**config.mk**
```make
export PLATFORM = sky130hd
export DESIGN_NAME = status_reg
export DESIGN_NICKNAME = d
export VERILOG_FILES = /design/src/rtl/status_reg.sv
export SDC_FILE = /design/constraint.sdc
export NUM_CORES = 1
export LEC_CHECK = 0
export ABC_AREA = 1
export BUFFER_PORTS_ARGS = -buffer_cell sky130_fd_sc_hd__buf_2
export CAP_MARGIN = 30
export CORE_UTILIZATION = 35
export DETAILED_ROUTE_END_ITERATION = 7
export PLACE_DENSITY_LB_ADDON = 0.08
export SLEW_MARGIN = 20
export SYNTH_ARGS = -nofsm -noshare
export SYNTH_HDL_FRONTEND = slang
export SYNTH_SLANG_ARGS = --single-unit
```
**constraint.sdc**
```tcl
create_clock -name clk -period 0.9 [get_ports clk]
set_clock_uncertainty 0.05 [all_clocks]
set_input_delay 0.09 -clock clk [delete_from_list [all_inputs] [get_ports clk]]
set_output_delay 0.09 -clock clk [all_outputs]
set_load 0.01 [all_outputs]
```
**src/rtl/status_reg.sv**
```systemverilog
// 6502 processor status register (P): flag update from ALU results, flag set/clear,
// PLP/RTI loads, BIT semantics, ALU carry-in polarity and one-instruction-delayed IRQ mask.
module status_reg #(
  parameter logic [7:0] RESET_P = 8'h24
) (
  input  logic       clk,
  input  logic       reset,
  input  logic       en,
  input  logic       alu_sub,
  input  logic [7:0] alu_a,
  input  logic [7:0] alu_b,
  input  logic [7:0] alu_res,
  input  logic       alu_cout,
  input  logic       upd_nz,
  input  logic       upd_c,
  input  logic       upd_v,
  input  logic       bit_op,
  input  logic [2:0] flag_cmd,
  input  logic       load,
  input  logic [7:0] load_data,
  input  logic       load_fast,
  input  logic       instr_done,
  input  logic       brk_push,
  output logic [7:0] p_out,
  output logic       carry,
  output logic       alu_cin,
  output logic       decimal,
  output logic       irq_mask
);

  typedef enum logic [2:0] {
    CMD_NONE = 3'd0,
    CMD_CLC  = 3'd1,
    CMD_SEC  = 3'd2,
    CMD_CLI  = 3'd3,
    CMD_SEI  = 3'd4,
    CMD_CLV  = 3'd5,
    CMD_CLD  = 3'd6,
    CMD_SED  = 3'd7
  } flag_cmd_e;

  logic n_q, v_q, d_q, i_q, z_q, c_q, irq_mask_q;
  logic n_d, v_d, d_d, i_d, z_d, c_d, irq_mask_d;
  logic overflow;
  logic res_zero;

  assign res_zero = (alu_res == 8'h00);

  // Signed overflow; subtract flips the sign test because B is effectively inverted.
  always_comb begin
    if (alu_sub) begin
      overflow = (alu_a[7] ^ alu_b[7]) & (alu_a[7] ^ alu_res[7]);
    end else begin
      overflow = ~(alu_a[7] ^ alu_b[7]) & (alu_a[7] ^ alu_res[7]);
    end
  end

  // Next flag values: load wins outright, then explicit flag commands, then arithmetic.
  always_comb begin
    n_d = n_q;
    v_d = v_q;
    d_d = d_q;
    i_d = i_q;
    z_d = z_q;
    c_d = c_q;
    if (load) begin
      n_d = load_data[7];
      v_d = load_data[6];
      d_d = load_data[3];
      i_d = load_data[2];
      z_d = load_data[1];
      c_d = load_data[0];
    end else begin
      if (bit_op) begin
        n_d = alu_b[7];
        v_d = alu_b[6];
        z_d = res_zero;
      end else begin
        if (upd_nz) begin
          n_d = alu_res[7];
          z_d = res_zero;
        end else begin
          n_d = n_q;
        end
        if (upd_v) begin
          v_d = overflow;
        end else begin
          v_d = v_q;
        end
      end
      // The ALU reports borrow on subtract; 6502 C means "no borrow".
      if (upd_c) begin
        c_d = alu_sub ? ~alu_cout : alu_cout;
      end else begin
        c_d = c_q;
      end
      case (flag_cmd_e'(flag_cmd))
        CMD_CLC: c_d = 1'b0;
        CMD_SEC: c_d = 1'b1;
        CMD_CLI: i_d = 1'b0;
        CMD_SEI: i_d = 1'b1;
        CMD_CLV: v_d = 1'b0;
        CMD_CLD: d_d = 1'b0;
        CMD_SED: d_d = 1'b1;
        default: c_d = c_d;
      endcase
    end
  end

  // IRQ mask samples the pre-edge I at instruction end, except RTI which applies at once.
  always_comb begin
    if (load && load_fast) begin
      irq_mask_d = load_data[2];
    end else if (instr_done) begin
      irq_mask_d = i_q;
    end else begin
      irq_mask_d = irq_mask_q;
    end
  end

  // Flag and IRQ-mask registers with synchronous reset and stall.
  always_ff @(posedge clk) begin
    if (reset) begin
      n_q        <= RESET_P[7];
      v_q        <= RESET_P[6];
      d_q        <= RESET_P[3];
      i_q        <= RESET_P[2];
      z_q        <= RESET_P[1];
      c_q        <= RESET_P[0];
      irq_mask_q <= 1'b1;
    end else if (en) begin
      n_q        <= n_d;
      v_q        <= v_d;
      d_q        <= d_d;
      i_q        <= i_d;
      z_q        <= z_d;
      c_q        <= c_d;
      irq_mask_q <= irq_mask_d;
    end else begin
      n_q        <= n_q;
      v_q        <= v_q;
      d_q        <= d_q;
      i_q        <= i_q;
      z_q        <= z_q;
      c_q        <= c_q;
      irq_mask_q <= irq_mask_q;
    end
  end

  assign p_out    = {n_q, v_q, 1'b1, brk_push, d_q, i_q, z_q, c_q};
  assign carry    = c_q;
  assign decimal  = d_q;
  assign irq_mask = irq_mask_q;
  assign alu_cin  = alu_sub ? ~c_q : c_q;

endmodule

```
======== Word level (Yosys, flattened, before mapping) ========
Cells that the tools add are included.
storage, ports and cells
  register bits after elaboration ......... 7
  bits of input ports ..................... 48
cells by class
  reduce and logical (&&, ||, !) cells .... 14
  equal/unequal tests ..................... 7
  bitwise operators ....................... 7
  multiplexer cells ....................... 22
operators by type and width
  operator            count
  $mux 1              19
  $eq 3x3->1 const B  4
  $reduce_and 2->1    6
  $reduce_bool 3->1   3
  $logic_not 8->1     1
  $reduce_bool 4->1   2
  $eq 3x2->1 const B  2
  $pmux 1 s2          3
  $eq 3x1->1 const B  1
  $not 1->1           3
  $and 1x1->1         2
  $reduce_bool 2->1   1
  $xor 1x1->1         2
  $logic_and 1x1->1   1

======== Logic depth before layout (Yosys ltp) ========
  word-level depth ........................ 8
  depth in mapped cells ................... 7
  gate-level depth less buffers ........... 7

======== Worst setup path after synthesis ========
Ideal clock, no wire load.
  kind .................................... input-to-reg
  start point ............................. in load
  end point ............................... reg c_q (netlist: carry)
  path buffers ............................ 1
  cell stages on the path ................. 7
  path slack .............................. 0.101 ns
  arrival ................................. 0.636 ns
  setup time .............................. 0.114 ns
  path through ............................ buf_6 -> inv_6 -> nand2_1 -> o21ai_1 -> nand2_1 -> nand2_1 -> nor2_1
on the way
  longest elaborated chain between the ends .. 2
  elaborated cells between the ends (all ways) .. 3
ends and longest elaborated chain
  element                      RTL line  RTL
  from (decl)                  19        input logic load,
  $reduce_bool 4->1 (no line)  n/a
  $reduce_and 2->1 (no line)   n/a
  to (signal assigned)         129       c_q <= RESET_P[0];
  to (signal assigned)         145       c_q <= c_q;
  to (decl)                    42        logic n_q, v_q, d_q, i_q, z_q, c_q, irq_mask_q;
Several ways; a longest one is shown, not always the timed one.
A chain may end at the register's enable or synchronous reset.

======== Worst setup path after layout ========
  start point ............................. reg c_q (netlist: carry)
  end point ............................... out alu_cin
on the way
  longest elaborated chain between the ends .. 2
ends and longest elaborated chain
  element    RTL line  RTL
  $not 1->1  154       assign alu_cin = alu_sub ? ~c_q : c_q;
  $mux 1 *   154
  to (decl)  26        output logic alu_cin,
Every way passes the cells marked *; elsewhere a longest branch is shown, timed or not.

==> impl_results.md <==
* Worst setup path category: register to output port
* Area leader, netlist: dfxtp_1
* Placed cell count at 165
* Post-synthesis async set-or-reset flop share at 0%
* Multi-input logic area at 346.6 µm²
* Crit. End Element: output port
* Cell count after synthesis at 105
* WP depth at 2
* Yosys reg bits at 7
* Fin area at 883.3 µm²
* Drt first pass iters at 4
* Clk buf depth at 2
* Die H at 44.45 µm
* Clk slew on worst S/H paths at 0.06 ns
* Crit-path max cell delay at 0.33 ns
* CP top delay family: flip-flops
* Nets@finish at 196
* CTS tree: done
* DR WL/cell at 8.655 µm
* Most common cell in the netlist: nand2_1
* Max-Cap Viols at 0
* First-pass GRT wire length at 2449 µm
* Post-DP Area at 824.5 µm²
* Antenna diodes at 0
* Total power at 0.0009704 W
* Static leakage power at 0.5092 nW
* Hold_ws at 0.04137 ns
* Sequential fraction of design power at 35.7%
* RSZ-0062 raised after global routing: yes
* Post-synth top cells: 27 x nand2_1, 17 x inv_1, 9 x a21oi_1, 8 x buf_4
* Core Area at 1594 µm²
* Area delta synth->final at 40.08%
* Met3 Routed Length at 125 µm
* CP startpoint: carry$_SDFFE_PP0P_
* Wire length on met1 at 621 µm
* Syn_nets at 153
* Critical path startpoint category: register
* R2R Setup Slk at 0.10 ns
* Hold crit path type: primary input to register
* Syn avg cell area at 6.006 µm²
* Setup violations, final at 3
* Clock power frac at 30.5%
* GP Congestion at 0.7604
* CP Data Required Time at 0.76 ns
* Yosys warning count at 0
* Post-Syn Area at 630.6 µm²
* Initial antenna violation count at 0
* Final WS setup at -0.1080 ns
* Part of the cycle the worst path needs at 112.0%
* Failing checks: setup timing
* Fin crit period at 1.008 ns
* Gate power share at 33.7%
* IO buf count at 41
* Row cnt at 14
* Capture point of the critical path: alu_cin
* P_int at 0.0006661 W
* Iteration-0 DRC Markers at 7
* Clock Latency Late Sink at 0.26 ns
* Total track usage at 16.74%
* CTS sink count at 7
* Largest net degree at the start of global routing at 9
* Top layer in use: met3
* Met2 WL post-DR at 734 µm
* Yosys top cell area share at 22.22%
* Htree depth at 1
* Unique masters post-synth at 22
* Vias per cell at 4.462
* Status: complete, but fails checks
* Detailed-route via count at 763
* HPWL after detailed placement at 1205 µm
* Fin. max-slew vios at 0
* Buf/Inv on CP at 1
* Starting Density at 39.56%
* Seq/Total Area, Yosys at 22.22%
* Die W at 44.45 µm
* Sw Share at 31.35%
* Post-Layout Cell Count at 171
* Fraction of layout instances using a drive strength above 1 at 36.73%
* Max Fclk at 992.0 MHz
* CTS buffer count at 3
* Number of global-route vias before repair at 655
* Fill count at 182
* FF-to-FF End: carry$_SDFFE_PP0P_
* Area contributors post-synth: dfxtp_1 22%, nand2_1 16%, inv_1 10%
* Post-route ant nets at 0
* Post-route DRC at 0
* DIE AREA at 1975 µm²
* Worst path slowest cell: dfxtp_2
* I/O pin cnt at 60
* Worst path cell trace: xor2_1, buf_2
* Number of synthesized flops with an enable pin at 0
* Final core utilization at 55.42%
* Worst Path Max Fanout at 2
* Worst r2r src: carry$_SDFFE_PP0P_
* Hold Fails Final Rpt at 0
* Clock root buffer: clkbuf_4
* Worst r2r path cells at 5
* Reg area at 142.6 µm²
* Max VDD drop at 0.0008169 V
* Arr. time, crit path at 0.87 ns
* Drt total wl at 1480 µm
* Ys flop type: dfxtp_1
* Power per Cell Area at 1099 nW/µm²
* Gr ovfl total at 0
* Psw at 0.0003042 W
==> cell type report <==
type	count	share of cell area, %
Inverter	18	8.215
Sequential cell	7	16.15
Tap cell	24	3.399
Clock buffer	4	2.975
Multi-Input combinational cell	71	39.24
Timing Repair Buffer	47	30.03
==> worst register-to-register path: cells and delay by family (launching register included) <==
| family | cells | cell delay [ns] |
|---|---|---|
| flops | 1 | 0.33 |
| simple gates | 3 | 0.13 |
| buf+inv | 2 | 0.19 |
==> power by group through the flow <==
stage | Sequential (W) | Combinational [W] | Clock, W
2_1_floorplan | 0.000358 | 0.000191 | 0
3_3_place_gp | 0.000353 | 0.000305 | 0
3_5_place_dp | 0.000353 | 0.000309 | 0
4_1_cts | 0.000346 | 0.000332 | 0.000311
5_1_grt | 0.000349 | 0.000368 | 0.000327
6_report | 0.000347 | 0.000327 | 0.000296
==> placed cells by master, fill, tap and decap left out, drive strengths merged <==
cell type	n
a21oi	10
dfxtp	7
or2	2
inv	18
nand3b	1
conb	1
a31oi	2
nand3	7
xnor2	1
clkbuf	4
nor2	6
nand2	27
buf	46
o211ai	1
o22ai	1
o21ai	8
dlygate4sd3	1
xor2	1
nor3	3
==> per-stage QoR <==
step / setup TNS, ns / setup WS (ns)
finish: -0.2544 / -0.1080
global route: -0.3555 / -0.1423
CTS: -0.2858 / -0.1195
detailed placement: -0.05933 / -0.03224
global placement: -0.03322 / -0.02700
floorplan: 0 / 0.1005
==> timing repair <==
action                                  in CTS  in global routing
hold endpoints to repair                     1                  0
buffers inserted                             1                  0
hold buffers                                 1                  0
resized for setup                            3                  1
endpoints found under the setup margin       3                  4
==> worst min-delay path by stage <==
stage,slack [ns],cells after the start,start,end
2_1_floorplan,0.14,2,reset,irq_mask$_SDFFE_PP1P_
3_3_place_gp,0.13,0,brk_push,p_out[4]
3_5_place_dp,0.13,0,brk_push,p_out[4]
4_1_cts,0.03,3,load_data[7],n_q$_SDFFE_PP0P_
5_1_grt,0.06,3,load_data[7],n_q$_SDFFE_PP0P_
6_report,0.04,3,load_data[1],z_q$_SDFFE_PP0P_
==> flip-flops by register name (all words and copies together) (netlist names) <==
signal    count
carry         1
decimal       1
i_q           1
irq_mask      1
n_q           1
v_q           1
z_q           1
==> metal layers <==
layer	GRT usage [%]	up-vias
met5	0	-
met1	16.10	323
met2	32.94	31
met4	4.242	0
met3	6.122	0
li1	-	409
==> kinds of logic (layout without fill, tap and decap cells) <==
group / after synthesis / in the layout / share of synthesized area (%)
AOI/OAI and AO/OA: 22 / 22 / 20.83
xor gates and xnor gates: 2 / 2 / 2.778
buffers and inverters: 27 / 69 / 22.82
DFF: 7 / 7 / 22.22
other: 1 / 1 / 0.5947
and+or+nand+nor: 46 / 46 / 30.75
No activity file was read; power rests on OpenSTA's default activity.
